$ cat config.mk
export PLATFORM = sky130hd
export DESIGN_NAME = uart_tx_serializer
export DESIGN_NICKNAME = d
export VERILOG_FILES = /design/src/rtl/uart_tx_serializer.sv
export SDC_FILE = /design/constraint.sdc
export NUM_CORES = 1
export LEC_CHECK = 0
export BUFFER_PORTS_ARGS = -buffer_cell sky130_fd_sc_hd__buf_4
export CORE_ASPECT_RATIO = 0.6
export CORE_MARGIN = 4
export CORE_UTILIZATION = 47
export DETAILED_ROUTE_END_ITERATION = 8
export PLACE_DENSITY = 0.66
export SETUP_SLACK_MARGIN = 0.1
export SYNTH_ARGS = -nofsm -noshare
export SYNTH_HDL_FRONTEND = slang
export SYNTH_SLANG_ARGS = --single-unit
$ cat constraint.sdc
create_clock -name clk -period 2.11 [get_ports clk]
set_input_delay 0.3165 -clock clk [delete_from_list [all_inputs] [get_ports clk]]
set_output_delay 0.3165 -clock clk [all_outputs]
set_load 0.01 [all_outputs]
$ cat src/rtl/uart_tx_serializer.sv
// UART transmit serializer: start bit, 8 data bits LSB-first, optional parity, 1 or 2 stop bits.
// Accepts one byte per send_i/ready_o handshake; all outputs are registered.
module uart_tx_serializer #(
    parameter int unsigned BAUD_DIV   = 868,
    parameter int unsigned PARITY_EN  = 0,
    parameter int unsigned PARITY_ODD = 0,
    parameter int unsigned STOP_BITS  = 1
) (
    input  logic       clk,
    input  logic       reset_n,
    input  logic       send_i,
    input  logic [7:0] data_i,
    output logic       ready_o,
    output logic       tx_o,
    output logic       frame_done_o
);

    localparam int unsigned CntW = $clog2(BAUD_DIV);

    if (BAUD_DIV < 2 || BAUD_DIV > 65535) begin : gen_bad_baud
        $error("uart_tx_serializer: BAUD_DIV must be in 2..65535");
    end
    if (STOP_BITS != 1 && STOP_BITS != 2) begin : gen_bad_stop
        $error("uart_tx_serializer: STOP_BITS must be 1 or 2");
    end

    typedef enum logic [2:0] {StIdle, StStart, StData, StParity, StStop} state_e;

    state_e            state_q, state_d;
    logic [CntW-1:0]   cnt_q, cnt_d;
    logic [2:0]        bit_idx_q, bit_idx_d;
    logic [7:0]        shift_q, shift_d;
    logic              parity_q, parity_d;
    logic              stop_cnt_q, stop_cnt_d;
    logic              tx_q, tx_d;
    logic              ready_q, ready_d;
    logic              done_q, done_d;
    logic              bit_end;

    assign bit_end = (cnt_q == CntW'(BAUD_DIV - 1));

    always_comb begin
        state_d    = state_q;
        cnt_d      = cnt_q;
        bit_idx_d  = bit_idx_q;
        shift_d    = shift_q;
        parity_d   = parity_q;
        stop_cnt_d = stop_cnt_q;
        tx_d       = tx_q;
        ready_d    = ready_q;
        done_d     = 1'b0;

        if (state_q != StIdle) begin
            cnt_d = bit_end ? '0 : cnt_q + CntW'(1);
        end

        unique case (state_q)
            StIdle: begin
                tx_d = 1'b1;
                if (send_i && ready_q) begin
                    shift_d    = data_i;
                    parity_d   = (^data_i) ^ (PARITY_ODD != 0);
                    state_d    = StStart;
                    ready_d    = 1'b0;
                    tx_d       = 1'b0;
                    cnt_d      = '0;
                    bit_idx_d  = '0;
                    stop_cnt_d = 1'b0;
                end
            end
            StStart: begin
                if (bit_end) begin
                    state_d = StData;
                    tx_d    = shift_q[0];
                end
            end
            StData: begin
                if (bit_end) begin
                    shift_d   = shift_q >> 1;
                    bit_idx_d = bit_idx_q + 3'd1;
                    if (bit_idx_q == 3'd7) begin
                        if (PARITY_EN != 0) begin
                            state_d = StParity;
                            tx_d    = parity_q;
                        end else begin
                            state_d = StStop;
                            tx_d    = 1'b1;
                        end
                    end else begin
                        // Next data bit is shift_q[1] before the shift lands.
                        tx_d = shift_q[1];
                    end
                end
            end
            StParity: begin
                if (bit_end) begin
                    state_d = StStop;
                    tx_d    = 1'b1;
                end
            end
            StStop: begin
                if (bit_end) begin
                    if (STOP_BITS == 2 && !stop_cnt_q) begin
                        stop_cnt_d = 1'b1;
                    end else begin
                        state_d    = StIdle;
                        stop_cnt_d = 1'b0;
                        ready_d    = 1'b1;
                        done_d     = 1'b1;
                        tx_d       = 1'b1;
                    end
                end
            end
            default: begin
                state_d = StIdle;
                tx_d    = 1'b1;
                ready_d = 1'b1;
            end
        endcase
    end

    always_ff @(posedge clk or negedge reset_n) begin
        if (!reset_n) begin
            state_q    <= StIdle;
            cnt_q      <= '0;
            bit_idx_q  <= '0;
            shift_q    <= '0;
            parity_q   <= 1'b0;
            stop_cnt_q <= 1'b0;
            tx_q       <= 1'b1;
            ready_q    <= 1'b1;
            done_q     <= 1'b0;
        end else begin
            state_q    <= state_d;
            cnt_q      <= cnt_d;
            bit_idx_q  <= bit_idx_d;
            shift_q    <= shift_d;
            parity_q   <= parity_d;
            stop_cnt_q <= stop_cnt_d;
            tx_q       <= tx_d;
            ready_q    <= ready_d;
            done_q     <= done_d;
        end
    end

    assign ready_o      = ready_q;
    assign tx_o         = tx_q;
    assign frame_done_o = done_q;

endmodule

==> insert_results.sql, run 1 <==
INSERT INTO impl_metrics (metric_group, metric, value, unit) VALUES
('clock_network', 'clk_pin_slew', '90', 'ps'),
('timing', 'endpoints_failing_hold', '0', ''),
('logic_synthesis', 'synth_area_per_cell', '10.9', 'um^2'),
('logic_synthesis', 'synth.cell_area', '1420', 'um^2'),
('detailed_routing', 'met3WireLength', '99', 'um'),
('timing', 'finalMaxSlewViolations', '0', ''),
('clock_network', 'clockRootBuffer', 'sky130_fd_sc_hd__clkbuf_8', ''),
('place', 'finalWeightedCongestion', '0.809', ''),
('logic_synthesis', 'synth-warning-count', '0', ''),
('detailed_routing', 'route.vias.total', '1066', ''),
('logic_synthesis', 'synth_cell_types', '32', ''),
('detailed_routing', 'maxUsedRoutingLayer', 'met4', ''),
('timing', 'totalNegativeSetupSlack', '0', 'ps'),
('timing', 'fmax', '538', 'MHz'),
('power_and_ir_drop', 'power-per-cell-area', '518', 'nW/um^2'),
('layout', 'drive_above_1_share', '29.5', '%'),
('global_routing', 'grt_antenna_before_repair', '0', ''),
('die', 'die_x', '79.0', 'um'),
('power_and_ir_drop', 'p_switching', '176', 'uW'),
('die', 'core', '2890', 'um^2'),
('power_and_ir_drop', 'p_int', '671', 'uW'),
('layout', 'final_net_count', '164', ''),
('die', 'ioPinCount', '14', ''),
('logic_synthesis', 'ys_ff_latch', '27', ''),
('detailed_routing', 'drt_iter0_drc', '105', ''),
('global_routing', 'grt_overflow', '0', ''),
('detailed_routing', 'drc', '0', ''),
('place', 'dpl.hpwl', '2140', 'um'),
('clock_network', 'worst_skew_pair.late_latency', '270', 'ps'),
('critical_path', 'path_class', 'flop to flop', ''),
('detailed_routing', 'antenna_violating_nets_post_route', '0', ''),
('timing', 'min_period_over_period', '88.1', '%'),
('die', 'fp.dieH', '50.6', 'um'),
('critical_path', 'critical_path_launch_point_type', 'flop', ''),
('clock_network', 'htreeDepth', '1', ''),
('detailed_routing', 'routedWlPerCell', '15.3', 'um'),
('place', 'post-place-cells', '186', ''),
('clock_network', 'tritoncts', 'yes', ''),
('global_routing', 'grt_first_pass_wirelength', '5040', 'um'),
('detailed_routing', 'drt-pass1-iter-count', '4', ''),
('power_and_ir_drop', 'p_clk_share', '35.0', '%'),
('die', 'die_area', '4000', 'um^2'),
('clock_network', 'tritoncts_num_sinks', '27', ''),
('global_routing', 'grt_pass1_vias', '1009', ''),
('detailed_routing', 'wirelength', '2910', 'um'),
('timing', 'max-slew-margin-rel', '66.8', '%'),
('power_and_ir_drop', 'power_leakage', '0.747', 'nW'),
('timing', 'grt_setup_unrepaired', 'false', ''),
('detailed_routing', 'route.met2.wl', '1260', 'um'),
('layout', 'antenna_cells', '0', ''),
('logic_synthesis', 'postSynthNetCount', '145', ''),
('clock_network', 'post-cts-setup-buffer-count', '0', ''),
('power_and_ir_drop', 'pwr-share-seq', '61.1', '%'),
('global_routing', 'grtUsageTotal', '16.3', '%'),
('power_and_ir_drop', 'peakVddDrop', '0.287', 'mV'),
('global_routing', 'grt_start_max_net_pins', '28', ''),
('die', 'floorplan.rows', '15', ''),
('timing', 'max_slew.worst_pin.slew', '495', 'ps'),
('power_and_ir_drop', 'relative_contribution_of_combinational_cells_to_total_power', '3.9', '%'),
('die', 'start_util', '49.2', '%'),
('run', 'max_cap_viol_count', '0', ''),
('place', 'placement.io_buffers', '13', ''),
('logic_synthesis', 'synth_sequential_area_ratio', '47.7', '%'),
('clock_network', 'number_of_buffers_created_by_cts', '3', ''),
('layout', 'flow.area_growth_from_synthesis', '14.9', '%'),
('timing', 'clock_skew', '2.31', 'ps'),
('power_and_ir_drop', 'power', '846', 'uW'),
('outcome', 'status', 'finished, final reports clean', ''),
('detailed_routing', 'drt-vias-per-instance', '5.58', ''),
('clock_network', 'cts_max_path_buffers', '2', ''),
('critical_path', 'crit_required', '2280', 'ps'),
('logic_synthesis', 'synthesis.instances', '131', ''),
('power_and_ir_drop', 'swShare', '20.8', '%'),
('critical_path', 'setup.reg_to_reg.worst_slack', '250', 'ps'),
('layout', 'finish.cell_count_without_fillers', '191', ''),
('timing', 'minimum_period_implied_by_the_final_worst_setup_slack', '1860', 'ps'),
('hold_path', 'timing.hold.worst.class', 'input port to flop', ''),
('detailed_routing', 'met1_layer_wirelength_in_the_final_routing', '1530', 'um'),
('critical_path', 'critPathArrivalTime', '2030', 'ps'),
('critical_path', 'worstSetupEndpointType', 'flop', ''),
('timing', 'finalSetupViolations', '0', ''),
('critical_path', 'cp_max_fo', '11', '');
## power by group through the flow
stage | logic (mW) | registers (mW) | clock network, mW
finish | 0.0332 | 0.517 | 0.296
global route | 0.0375 | 0.517 | 0.317
CTS | 0.0343 | 0.517 | 0.300
detailed placement | 0.0327 | 0.527 | 0
global placement | 0.0315 | 0.527 | 0
floorplan | 0.00675 | 0.527 | 0
## layer usage
layer  up-vias  GRT usage (%)
met5         -              0
met3         4           3.94
met1       524           25.4
met2        16           23.0
met4         0           2.57
li1        522              -
## flip-flops by register name (all words and copies together), names as in the netlist
signal,count
cnt_q,10
shift_q,8
bit_idx_q,3
state_q,3
frame_done_o,1
ready_o,1
tx_o,1
## layout by cell type (no fill, tap or decap), types with 2 or more instances in the layout
cell and n:
sky130_fd_sc_hd__mux2_4 6, sky130_fd_sc_hd__ha_1 3, sky130_fd_sc_hd__a22o_1 4, sky130_fd_sc_hd__mux2_2 8
sky130_fd_sc_hd__nor4_1 3, sky130_fd_sc_hd__nor2_1 10, sky130_fd_sc_hd__clkbuf_8 3, sky130_fd_sc_hd__nor3_1 5
sky130_fd_sc_hd__dfstp_2 2, sky130_fd_sc_hd__nand2_1 16, sky130_fd_sc_hd__or3_1 4, sky130_fd_sc_hd__nand2b_1 2
sky130_fd_sc_hd__dfrtp_1 25, sky130_fd_sc_hd__a32o_1 4, sky130_fd_sc_hd__a21oi_1 3, sky130_fd_sc_hd__o21ai_0 9
sky130_fd_sc_hd__xnor2_1 2, sky130_fd_sc_hd__a31oi_1 2, sky130_fd_sc_hd__buf_4 18, sky130_fd_sc_hd__nand3_1 4
## cell type report
class,count,area [um^2]
Inverter,1,3.75
Multi-Input combinational cell,98,708
Tap cell,42,52.6
Clock buffer,4,45.0
Fill cell,267,1260
Sequential cell,27,678
Timing Repair Buffer,19,145
## cells by family after synthesis
kind of cell | Yosys count | share of synthesized area, %
and+or+nand+nor | 50 | 18.0
AOI/OAI and AO/OA | 29 | 14.4
DFF | 27 | 47.7
muxes | 14 | 12.7
buffers and inverters | 6 | 3.34
adders and majority gates | 3 | 2.64
xor gates and xnor gates | 2 | 1.23
## synthesized netlist by cell type
library cell               number  area, um^2
sky130_fd_sc_hd__ha_1           3        37.5
sky130_fd_sc_hd__nand3_1        4        20.0
sky130_fd_sc_hd__a31oi_1        2        12.5
sky130_fd_sc_hd__nand2_1       16        60.1
sky130_fd_sc_hd__a21oi_2        2        17.5
sky130_fd_sc_hd__nor2_2         2        12.5
sky130_fd_sc_hd__mux2_2         8        90.1
sky130_fd_sc_hd__nor2_1        10        37.5
sky130_fd_sc_hd__nor3_4         1        16.3
sky130_fd_sc_hd__nor3b_1        1        7.51
sky130_fd_sc_hd__nor4_1         3        18.8
sky130_fd_sc_hd__inv_1          1        3.75
sky130_fd_sc_hd__o22ai_1        1        6.26
sky130_fd_sc_hd__or3_1          4        25.0
sky130_fd_sc_hd__a32o_1         4        40.0
sky130_fd_sc_hd__buf_2          2        10.0
sky130_fd_sc_hd__dfstp_2        2        52.6
sky130_fd_sc_hd__o31ai_2        1        12.5
sky130_fd_sc_hd__nand4b_1       1        8.76
sky130_fd_sc_hd__o21ai_0        9        45.0
sky130_fd_sc_hd__o21ai_1        1        5.00
sky130_fd_sc_hd__a22o_1         4        35.0
sky130_fd_sc_hd__nor3_1         5        25.0
sky130_fd_sc_hd__a21oi_1        3        15.0
sky130_fd_sc_hd__nand2b_1       2        12.5
sky130_fd_sc_hd__a41oi_1        1        8.76
sky130_fd_sc_hd__a22oi_1        1        7.51
sky130_fd_sc_hd__xnor2_1        2        17.5
sky130_fd_sc_hd__dfrtp_1       25         626
sky130_fd_sc_hd__buf_6          3        33.8
sky130_fd_sc_hd__mux2_4         6        90.1
sky130_fd_sc_hd__or3_4          1        11.3
## worst paths after layout
check,cells past startpoint,end,startpoint
worst max-delay path,5,shift_q[0]$_DFFE_PN0P_,cnt_q[0]$_DFF_PN0_
worst min-delay path,2,shift_q[7]$_DFFE_PN0P_,data_i[7]
worst max register to register,5,shift_q[0]$_DFFE_PN0P_,cnt_q[0]$_DFF_PN0_
worst min register to register,1,bit_idx_q[1]$_DFFE_PN0P_,bit_idx_q[1]$_DFFE_PN0P_
max in group asynchronous,2,ready_o$_DFFE_PN1P_,reset_n
min in group asynchronous,2,cnt_q[8]$_DFF_PN0_,reset_n
## what timing repair did
| item | CTS | global route |
|---|---|---|
| endpoints found under the setup margin | 7 | 7 |
| hold buffers | 1 | 0 |
| gates resized for setup | 1 | 1 |
| hold endpoints to repair | 25 | 0 |
## stage by stage
| stage | util (%) | hold WS, ps | area, um^2 | setup WS (ps) |
|---|---|---|---|---|
| after floorplan | - | 20.9 | 1420 | 372 |
| after global placement | 54.2 | 247 | 1570 | 119 |
| after detailed placement | 54.2 | 249 | 1570 | 38.5 |
| after CTS | 56.3 | 278 | 1630 | 169 |
| after global routing | 56.5 | 275 | 1630 | 145 |
| final | 56.5 | 276 | 1630 | 251 |
## critical path: stages (launching register included)
cell and delay [ps]:
sky130_fd_sc_hd__dfrtp_1 420, sky130_fd_sc_hd__ha_1 260, sky130_fd_sc_hd__nand4b_1 210, sky130_fd_sc_hd__nor3_4 80
sky130_fd_sc_hd__a21oi_4 400, sky130_fd_sc_hd__mux2_2 380
Note: power is estimated with default switching activity, not from simulation.
==> run 2: changes to the inputs <==
--- a/config.mk
+++ b/config.mk
@@ -6,8 +6,8 @@
 export NUM_CORES = 1
 export LEC_CHECK = 0
 export BUFFER_PORTS_ARGS = -buffer_cell sky130_fd_sc_hd__buf_4
-export CORE_ASPECT_RATIO = 0.6
-export CORE_MARGIN = 4
+export CORE_ASPECT_RATIO = 0.7
+export CORE_MARGIN = 2
 export CORE_UTILIZATION = 47
 export DETAILED_ROUTE_END_ITERATION = 8
 export PLACE_DENSITY = 0.66
==> run 2 against run 1 <==
Compared with the run above:
- setup slack improved by 45 ps
- global-route usage up 0.15 points
- sequential power hardly changed
- routed wire length decreased by 11%
==> insert_results.sql, run 2 (synthesis gave the netlist of run 1 again) <==
INSERT INTO impl_metrics (metric_group, metric, value, unit) VALUES
('global_routing', 'grt_first_pass_wirelength', '4600', 'um'),
('die', 'ioPinCount', '14', ''),
('layout', 'antenna_cells', '0', ''),
('critical_path', 'worstSetupEndpointType', 'flop', ''),
('layout', 'largest_reg_flops', '10', ''),
('clock_network', 'number_of_buffers_created_by_cts', '3', ''),
('timing', 'worst_hold_slack', '276', 'ps'),
('timing', 'max-slew-margin-rel', '68.2', '%'),
('critical_path', 'crit_path_max_incr_delay', '490', 'ps'),
('run', 'max_cap_viol_count', '0', ''),
('die', 'floorplan.rows', '16', ''),
('place', 'finalWeightedCongestion', '0.797', ''),
('hold_path', 'timing.hold.worst.class', 'input port to flop', ''),
('timing', 'minimum_period_implied_by_the_final_worst_setup_slack', '1810', 'ps'),
('layout', 'mostFrequentLayoutCell', 'sky130_fd_sc_hd__dfrtp_1', ''),
('layout', 'multi_input_comb_area', '708', 'um^2'),
('clock_network', 'post-cts-setup-buffer-count', '0', ''),
('die', 'fp.dieH', '50.0', 'um'),
('power_and_ir_drop', 'power_leakage', '0.738', 'nW'),
('layout', 'registers.top_by_ff_count', 'cnt_q', ''),
('power_and_ir_drop', 'p_switching', '167', 'uW'),
('critical_path', 'critical_path_launch_point_type', 'flop', ''),
('die', 'core', '2840', 'um^2'),
('clock_network', 'tritoncts_num_sinks', '27', ''),
('timing', 'grt_setup_unrepaired', 'false', ''),
('detailed_routing', 'antenna_violating_nets_post_route', '0', ''),
('global_routing', 'grt_pass1_vias', '1016', ''),
('clock_network', 'htreeDepth', '1', ''),
('detailed_routing', 'wirelength', '2590', 'um'),
('power_and_ir_drop', 'power-per-cell-area', '520', 'nW/um^2'),
('power_and_ir_drop', 'p_clk_share', '34.3', '%'),
('power_and_ir_drop', 'p_int', '670', 'uW'),
('clock_network', 'cts_max_path_buffers', '2', ''),
('timing', 'fmax', '551', 'MHz'),
('timing', 'totalNegativeSetupSlack', '0', 'ps'),
('power_and_ir_drop', 'pwr-share-seq', '61.8', '%'),
('detailed_routing', 'drt-vias-per-instance', '5.78', ''),
('detailed_routing', 'drc', '0', ''),
('timing', 'max_slew.worst_pin.slew', '474', 'ps'),
('detailed_routing', 'drt-pass1-iter-count', '4', ''),
('detailed_routing', 'drt_iter0_drc', '86', ''),
('power_and_ir_drop', 'swShare', '19.9', '%'),
('timing', 'min_period_over_period', '86.0', '%'),
('clock_network', 'tritoncts', 'yes', ''),
('place', 'dpl.hpwl', '1900', 'um'),
('power_and_ir_drop', 'peakVddDrop', '0.349', 'mV'),
('place', 'placement.io_buffers', '13', ''),
('power_and_ir_drop', 'relative_contribution_of_combinational_cells_to_total_power', '3.9', '%'),
('clock_network', 'worst_skew_pair.late_latency', '270', 'ps'),
('layout', 'regArea', '678', 'um^2'),
('global_routing', 'grt_start_max_net_pins', '28', ''),
('detailed_routing', 'routedWlPerCell', '14.1', 'um'),
('timing', 'finalSetupViolations', '0', ''),
('layout', 'drive_above_1_share', '28.6', '%'),
('global_routing', 'grtUsageTotal', '16.5', '%'),
('global_routing', 'grt_antenna_before_repair', '0', ''),
('clock_network', 'clk_pin_slew', '90', 'ps'),
('die', 'die_area', '3490', 'um^2'),
('layout', 'final_net_count', '162', ''),
('layout', 'filler_cell_count', '255', ''),
('die', 'start_util', '50.0', '%'),
('clock_network', 'clockRootBuffer', 'sky130_fd_sc_hd__clkbuf_8', ''),
('detailed_routing', 'route.vias.total', '1058', ''),
('outcome', 'status', 'finished, final reports clean', ''),
('critical_path', 'cp_max_fo', '10', ''),
('layout', 'final_cell_mix', 'sky130_fd_sc_hd__dfrtp_1, sky130_fd_sc_hd__nand2_1, sky130_fd_sc_hd__buf_4, sky130_fd_sc_hd__nor2_1, sky130_fd_sc_hd__o21ai_0', ''),
('timing', 'clock_skew', '6.52', 'ps'),
('critical_path', 'critPathArrivalTime', '1970', 'ps'),
('layout', 'registers_with_the_most_flip_flops', 'cnt_q: 10 flops, shift_q: 8 flops', ''),
('global_routing', 'grt_overflow', '0', ''),
('timing', 'finalMaxSlewViolations', '0', ''),
('die', 'die_x', '69.7', 'um'),
('timing', 'endpoints_failing_hold', '0', ''),
('critical_path', 'crit_required', '2270', 'ps'),
('layout', 'flow.area_growth_from_synthesis', '13.3', '%'),
('critical_path', 'critical-path-slowest-cell', 'sky130_fd_sc_hd__dfrtp_1', ''),
('critical_path', 'path_class', 'flop to flop', ''),
('critical_path', 'critical_path.cell_chain', 'nand2b_1 -> nor2_4 -> mux2_2 -> mux2_4', '');
-- run 2: cell count changes in the layout (fill, tap and decap cells not counted), sizes merged --
cell  change
buf       -2
-- run 2: worst max-delay path, delay by kind of cell, from the launching register on --
kind,cells,cell delay [ps]
mux,2,640
flops,1,490
simple gates,2,570
-- run 2: timing repair --
| action | in CTS | in global routing |
|---|---|---|
| endpoints found under the hold margin | 25 | 0 |
| endpoints found under the setup margin | 1 | 7 |
| resized for setup | 1 | 1 |
| hold buffers | 1 | 0 |
| pin swaps | 0 | 0 |
-- run 2: cell type report --
cell class | instances | area share, %
repair buffers | 17 | 8.08
clock buffers | 4 | 2.80
flip-flops and latches | 27 | 42.1
inverters | 1 | 0.233
well taps | 36 | 2.80
multi-input cells | 98 | 44.0
-- run 2: routing by layer --
metal | vias to the layer above | track usage (%) | wire [um]
met3 | 2 | 4.29 | 120
met1 | 516 | 23.9 | 1330
met2 | 23 | 25.3 | 1130
li1 | 517 | - | -
met5 | - | 0 | 0
met4 | 0 | 2.88 | 13
-- run 2: path summary, 6_finish.rpt --
| kind | from | end | slack (ps) | depth (start not counted) |
|---|---|---|---|---|
| setup / recovery | state_q[2]$_DFFE_PN0P_ | shift_q[5]$_DFFE_PN0P_ | 300 | 4 |
| max in group asynchronous | reset_n | ready_o$_DFFE_PN1P_ | 1320 | 2 |
| min in group asynchronous | reset_n | bit_idx_q[0]$_DFFE_PN0P_ | 490 | 2 |
| hold / removal | data_i[7] | shift_q[7]$_DFFE_PN0P_ | 280 | 2 |
| setup reg to reg | state_q[2]$_DFFE_PN0P_ | shift_q[5]$_DFFE_PN0P_ | 300 | 4 |
| hold reg to reg | bit_idx_q[2]$_DFFE_PN0P_ | bit_idx_q[2]$_DFFE_PN0P_ | 510 | 1 |
-- run 2: stage by stage --
| stage | cell area (um^2) | instances | util, % | power (mW) | worst slack (ps) |
|---|---|---|---|---|---|
| floorplan | 1420 | 131 | - | 0.534 | 372 |
| CTS | 1610 | 183 | 56.5 | 0.850 | 154 |
| detailed placement | 1540 | 178 | 54.3 | 0.560 | 91.9 |
| finish | 1610 | 183 | 56.6 | 0.837 | 296 |
| global route | 1610 | 183 | 56.6 | 0.874 | 160 |
| global placement | 1540 | 178 | 54.3 | 0.559 | 132 |
-- run 2: power groups by stage --
| stage | combinational, mW | sequential (mW) | clock (mW) |
|---|---|---|---|
| after floorplan | 0.00675 | 0.527 | 0 |
| after global placement | 0.0314 | 0.527 | 0 |
| after detailed placement | 0.0324 | 0.527 | 0 |
| after CTS | 0.0340 | 0.517 | 0.299 |
| after global routing | 0.0377 | 0.517 | 0.319 |
| final | 0.0328 | 0.517 | 0.287 |
==> run 3: changes to the inputs <==
--- a/config.mk
+++ b/config.mk
@@ -6,11 +6,12 @@
 export NUM_CORES = 1
 export LEC_CHECK = 0
 export BUFFER_PORTS_ARGS = -buffer_cell sky130_fd_sc_hd__buf_4
-export CORE_ASPECT_RATIO = 0.7
+export CORE_ASPECT_RATIO = 1.4
 export CORE_MARGIN = 2
 export CORE_UTILIZATION = 47
 export DETAILED_ROUTE_END_ITERATION = 8
 export PLACE_DENSITY = 0.66
+export RECOVER_POWER = 100
 export SETUP_SLACK_MARGIN = 0.1
 export SYNTH_ARGS = -nofsm -noshare
 export SYNTH_HDL_FRONTEND = slang
==> run 3 against run 2 <==
Compared with the run above:
- setup slack worse by 130 ps
- routed wire length up 2.9%
- maximum frequency decreased by 6.7%
- critical path type unchanged
==> insert_results.sql, run 3 (synthesis gave the netlist of run 1 again) <==
INSERT INTO impl_metrics (metric_group, metric, value, unit) VALUES
('place', 'placement.io_buffers', '13', ''),
('layout', 'mostFrequentLayoutCell', 'sky130_fd_sc_hd__dfrtp_1', ''),
('detailed_routing', 'drc', '0', ''),
('clock_network', 'worst_skew_pair.late_latency', '270', 'ps'),
('critical_path', 'critical_path_launch_point_type', 'flop', ''),
('clock_network', 'clockRootBuffer', 'sky130_fd_sc_hd__clkbuf_8', ''),
('clock_network', 'clk_pin_slew', '90', 'ps'),
('timing', 'max_slew.worst_pin.slew', '673', 'ps'),
('critical_path', 'path_class', 'flop to flop', ''),
('timing', 'fmax', '515', 'MHz'),
('layout', 'antenna_cells', '0', ''),
('layout', 'final_design_area_no_fill', '1570', 'um^2'),
('global_routing', 'grt_overflow', '0', ''),
('timing', 'finalSetupViolations', '0', ''),
('critical_path', 'critPathArrivalTime', '2110', 'ps'),
('global_routing', 'grtUsageTotal', '16.3', '%'),
('layout', 'filler_cell_count', '275', ''),
('layout', 'largest_reg_flops', '10', ''),
('power_and_ir_drop', 'peakVddDrop', '0.461', 'mV'),
('detailed_routing', 'route.vias.total', '1081', ''),
('timing', 'max-slew-margin-rel', '55.1', '%'),
('clock_network', 'htreeDepth', '1', ''),
('layout', 'multi_input_comb_area', '669', 'um^2'),
('layout', 'registers.top_by_ff_count', 'cnt_q', ''),
('global_routing', 'grt_pass1_vias', '1095', ''),
('die', 'ioPinCount', '14', ''),
('timing', 'finalMaxSlewViolations', '0', ''),
('timing', 'totalNegativeSetupSlack', '0', 'ps'),
('run', 'max_cap_viol_count', '0', ''),
('layout', 'flow.area_growth_from_synthesis', '10.6', '%'),
('hold_path', 'timing.hold.worst.class', 'input port to flop', ''),
('timing', 'min_period_over_period', '92.1', '%'),
('layout', 'final_cell_mix', 'sky130_fd_sc_hd__dfrtp_1, sky130_fd_sc_hd__nand2_1, sky130_fd_sc_hd__buf_4, sky130_fd_sc_hd__nor2_1, sky130_fd_sc_hd__o21ai_0', ''),
('layout', 'drive_above_1_share', '22.3', '%'),
('layout', 'registers_with_the_most_flip_flops', 'cnt_q: 10 flops, shift_q: 8 flops', ''),
('clock_network', 'number_of_buffers_created_by_cts', '3', ''),
('detailed_routing', 'drt-vias-per-instance', '5.84', ''),
('timing', 'minimum_period_implied_by_the_final_worst_setup_slack', '1940', 'ps'),
('clock_network', 'tritoncts_num_sinks', '27', ''),
('die', 'die_area', '3490', 'um^2'),
('detailed_routing', 'drt-pass1-iter-count', '4', ''),
('critical_path', 'critical_path.cell_chain', 'ha_1 -> nand4b_1 -> nor3_1 -> buf_4 -> o21ai_0 -> a32o_1', ''),
('timing', 'endpoints_failing_hold', '0', ''),
('critical_path', 'timing.critical_path.max_delay_family', 'simple AND/OR/NAND/NOR gates', ''),
('clock_network', 'cts_max_path_buffers', '2', ''),
('power_and_ir_drop', 'power-per-cell-area', '536', 'nW/um^2'),
('detailed_routing', 'drt_iter0_drc', '25', ''),
('die', 'start_util', '49.4', '%'),
('timing', 'clock_skew', '5.31', 'ps'),
('critical_path', 'critical-path-slowest-cell', 'sky130_fd_sc_hd__nor3_1', ''),
('die', 'core', '2880', 'um^2'),
('outcome', 'status', 'finished, final reports clean', ''),
('timing', 'grt_setup_unrepaired', 'false', ''),
('clock_network', 'tritoncts', 'yes', ''),
('die', 'die_x', '50.5', 'um'),
('critical_path', 'crit_path_max_incr_delay', '410', 'ps'),
('critical_path', 'cp.buffers_inverters', '1', ''),
('place', 'dpl.hpwl', '1940', 'um'),
('detailed_routing', 'wirelength', '2660', 'um'),
('critical_path', 'crit_required', '2280', 'ps'),
('global_routing', 'grt_start_max_net_pins', '28', ''),
('die', 'floorplan.rows', '23', ''),
('critical_path', 'cp_max_fo', '7', ''),
('place', 'place_area', '1550', 'um^2'),
('power_and_ir_drop', 'power_leakage', '0.703', 'nW'),
('die', 'fp.dieH', '69.1', 'um'),
('detailed_routing', 'routedWlPerCell', '14.4', 'um'),
('global_routing', 'grt_first_pass_wirelength', '4520', 'um'),
('global_routing', 'grt_antenna_before_repair', '0', ''),
('clock_network', 'post-cts-setup-buffer-count', '0', ''),
('layout', 'regArea', '678', 'um^2'),
('layout', 'final_net_count', '163', ''),
('detailed_routing', 'antenna_violating_nets_post_route', '0', ''),
('critical_path', 'worstSetupEndpointType', 'flop', ''),
('place', 'finalWeightedCongestion', '0.809', '');
## run 3: power breakdown
group	internal (mW)	total [mW]	switching [mW]	leakage [nW]
Clock	0.132	0.294	0.161	0.0255
Sequential	0.517	0.517	0	0.333
Combinational	0.0172	0.0314	0.0142	0.345
Total	0.667	0.842	0.176	0.703
## run 3: cell type report
class,count,area share [%]
Clock inverter,1,0.318
Inverter,1,0.239
Clock buffer,3,2.63
Sequential cell,27,43.2
Tap cell,37,2.95
Multi-Input combinational cell,98,42.6
Timing Repair Buffer,18,8.12
## run 3: per-stage QoR
stage               setup WS, ps  util, %  instances  total power, mW  hold slack [ps]
floorplan                    372        -        131            0.534             20.9
global placement             144     53.9        180            0.559              247
detailed placement          80.6     53.9        180            0.560              255
CTS                          185     56.1        185            0.853              256
global route                59.9     54.6        185            0.871              263
finish                       167     54.6        185            0.842              263
## run 3: what timing repair did
action	4_1_cts	5_1_grt
resized for setup	1	0
hold buffers	1	0
endpoints found under the hold margin	25	0
endpoints found under the setup margin	1	0
## run 3: worst register-to-register path, cell delays in order, from the launching register on
cell and delay, ps:
sky130_fd_sc_hd__dfrtp_1 390, sky130_fd_sc_hd__ha_1 230, sky130_fd_sc_hd__nand4b_1 180, sky130_fd_sc_hd__nor3_1 410
sky130_fd_sc_hd__buf_4 230, sky130_fd_sc_hd__o21ai_0 120, sky130_fd_sc_hd__a32o_1 280
## run 3: path summary, 6_finish.rpt
| path | start | end | slack, ps | depth (start not counted) |
|---|---|---|---|---|
| hold reg to reg | shift_q[4]$_DFFE_PN0P_ | shift_q[4]$_DFFE_PN0P_ | 500 | 1 |
| hold / removal | data_i[7] | shift_q[7]$_DFFE_PN0P_ | 260 | 2 |
| max in group asynchronous | reset_n | cnt_q[3]$_DFF_PN0_ | 1080 | 2 |
| min in group asynchronous | reset_n | cnt_q[6]$_DFF_PN0_ | 600 | 2 |
| setup reg to reg | cnt_q[0]$_DFF_PN0_ | state_q[1]$_DFFE_PN0P_ | 170 | 6 |
| setup / recovery | cnt_q[0]$_DFF_PN0_ | state_q[1]$_DFFE_PN0P_ | 170 | 6 |
## run 3: routing by layer
metal	vias to the layer above	share of wire [%]	global-route usage (%)
li1	515	-	-
met1	533	42	19.7
met2	27	54	28.7
met3	6	2.6	1.52
met4	0	1.5	7.51
met5	-	0	0
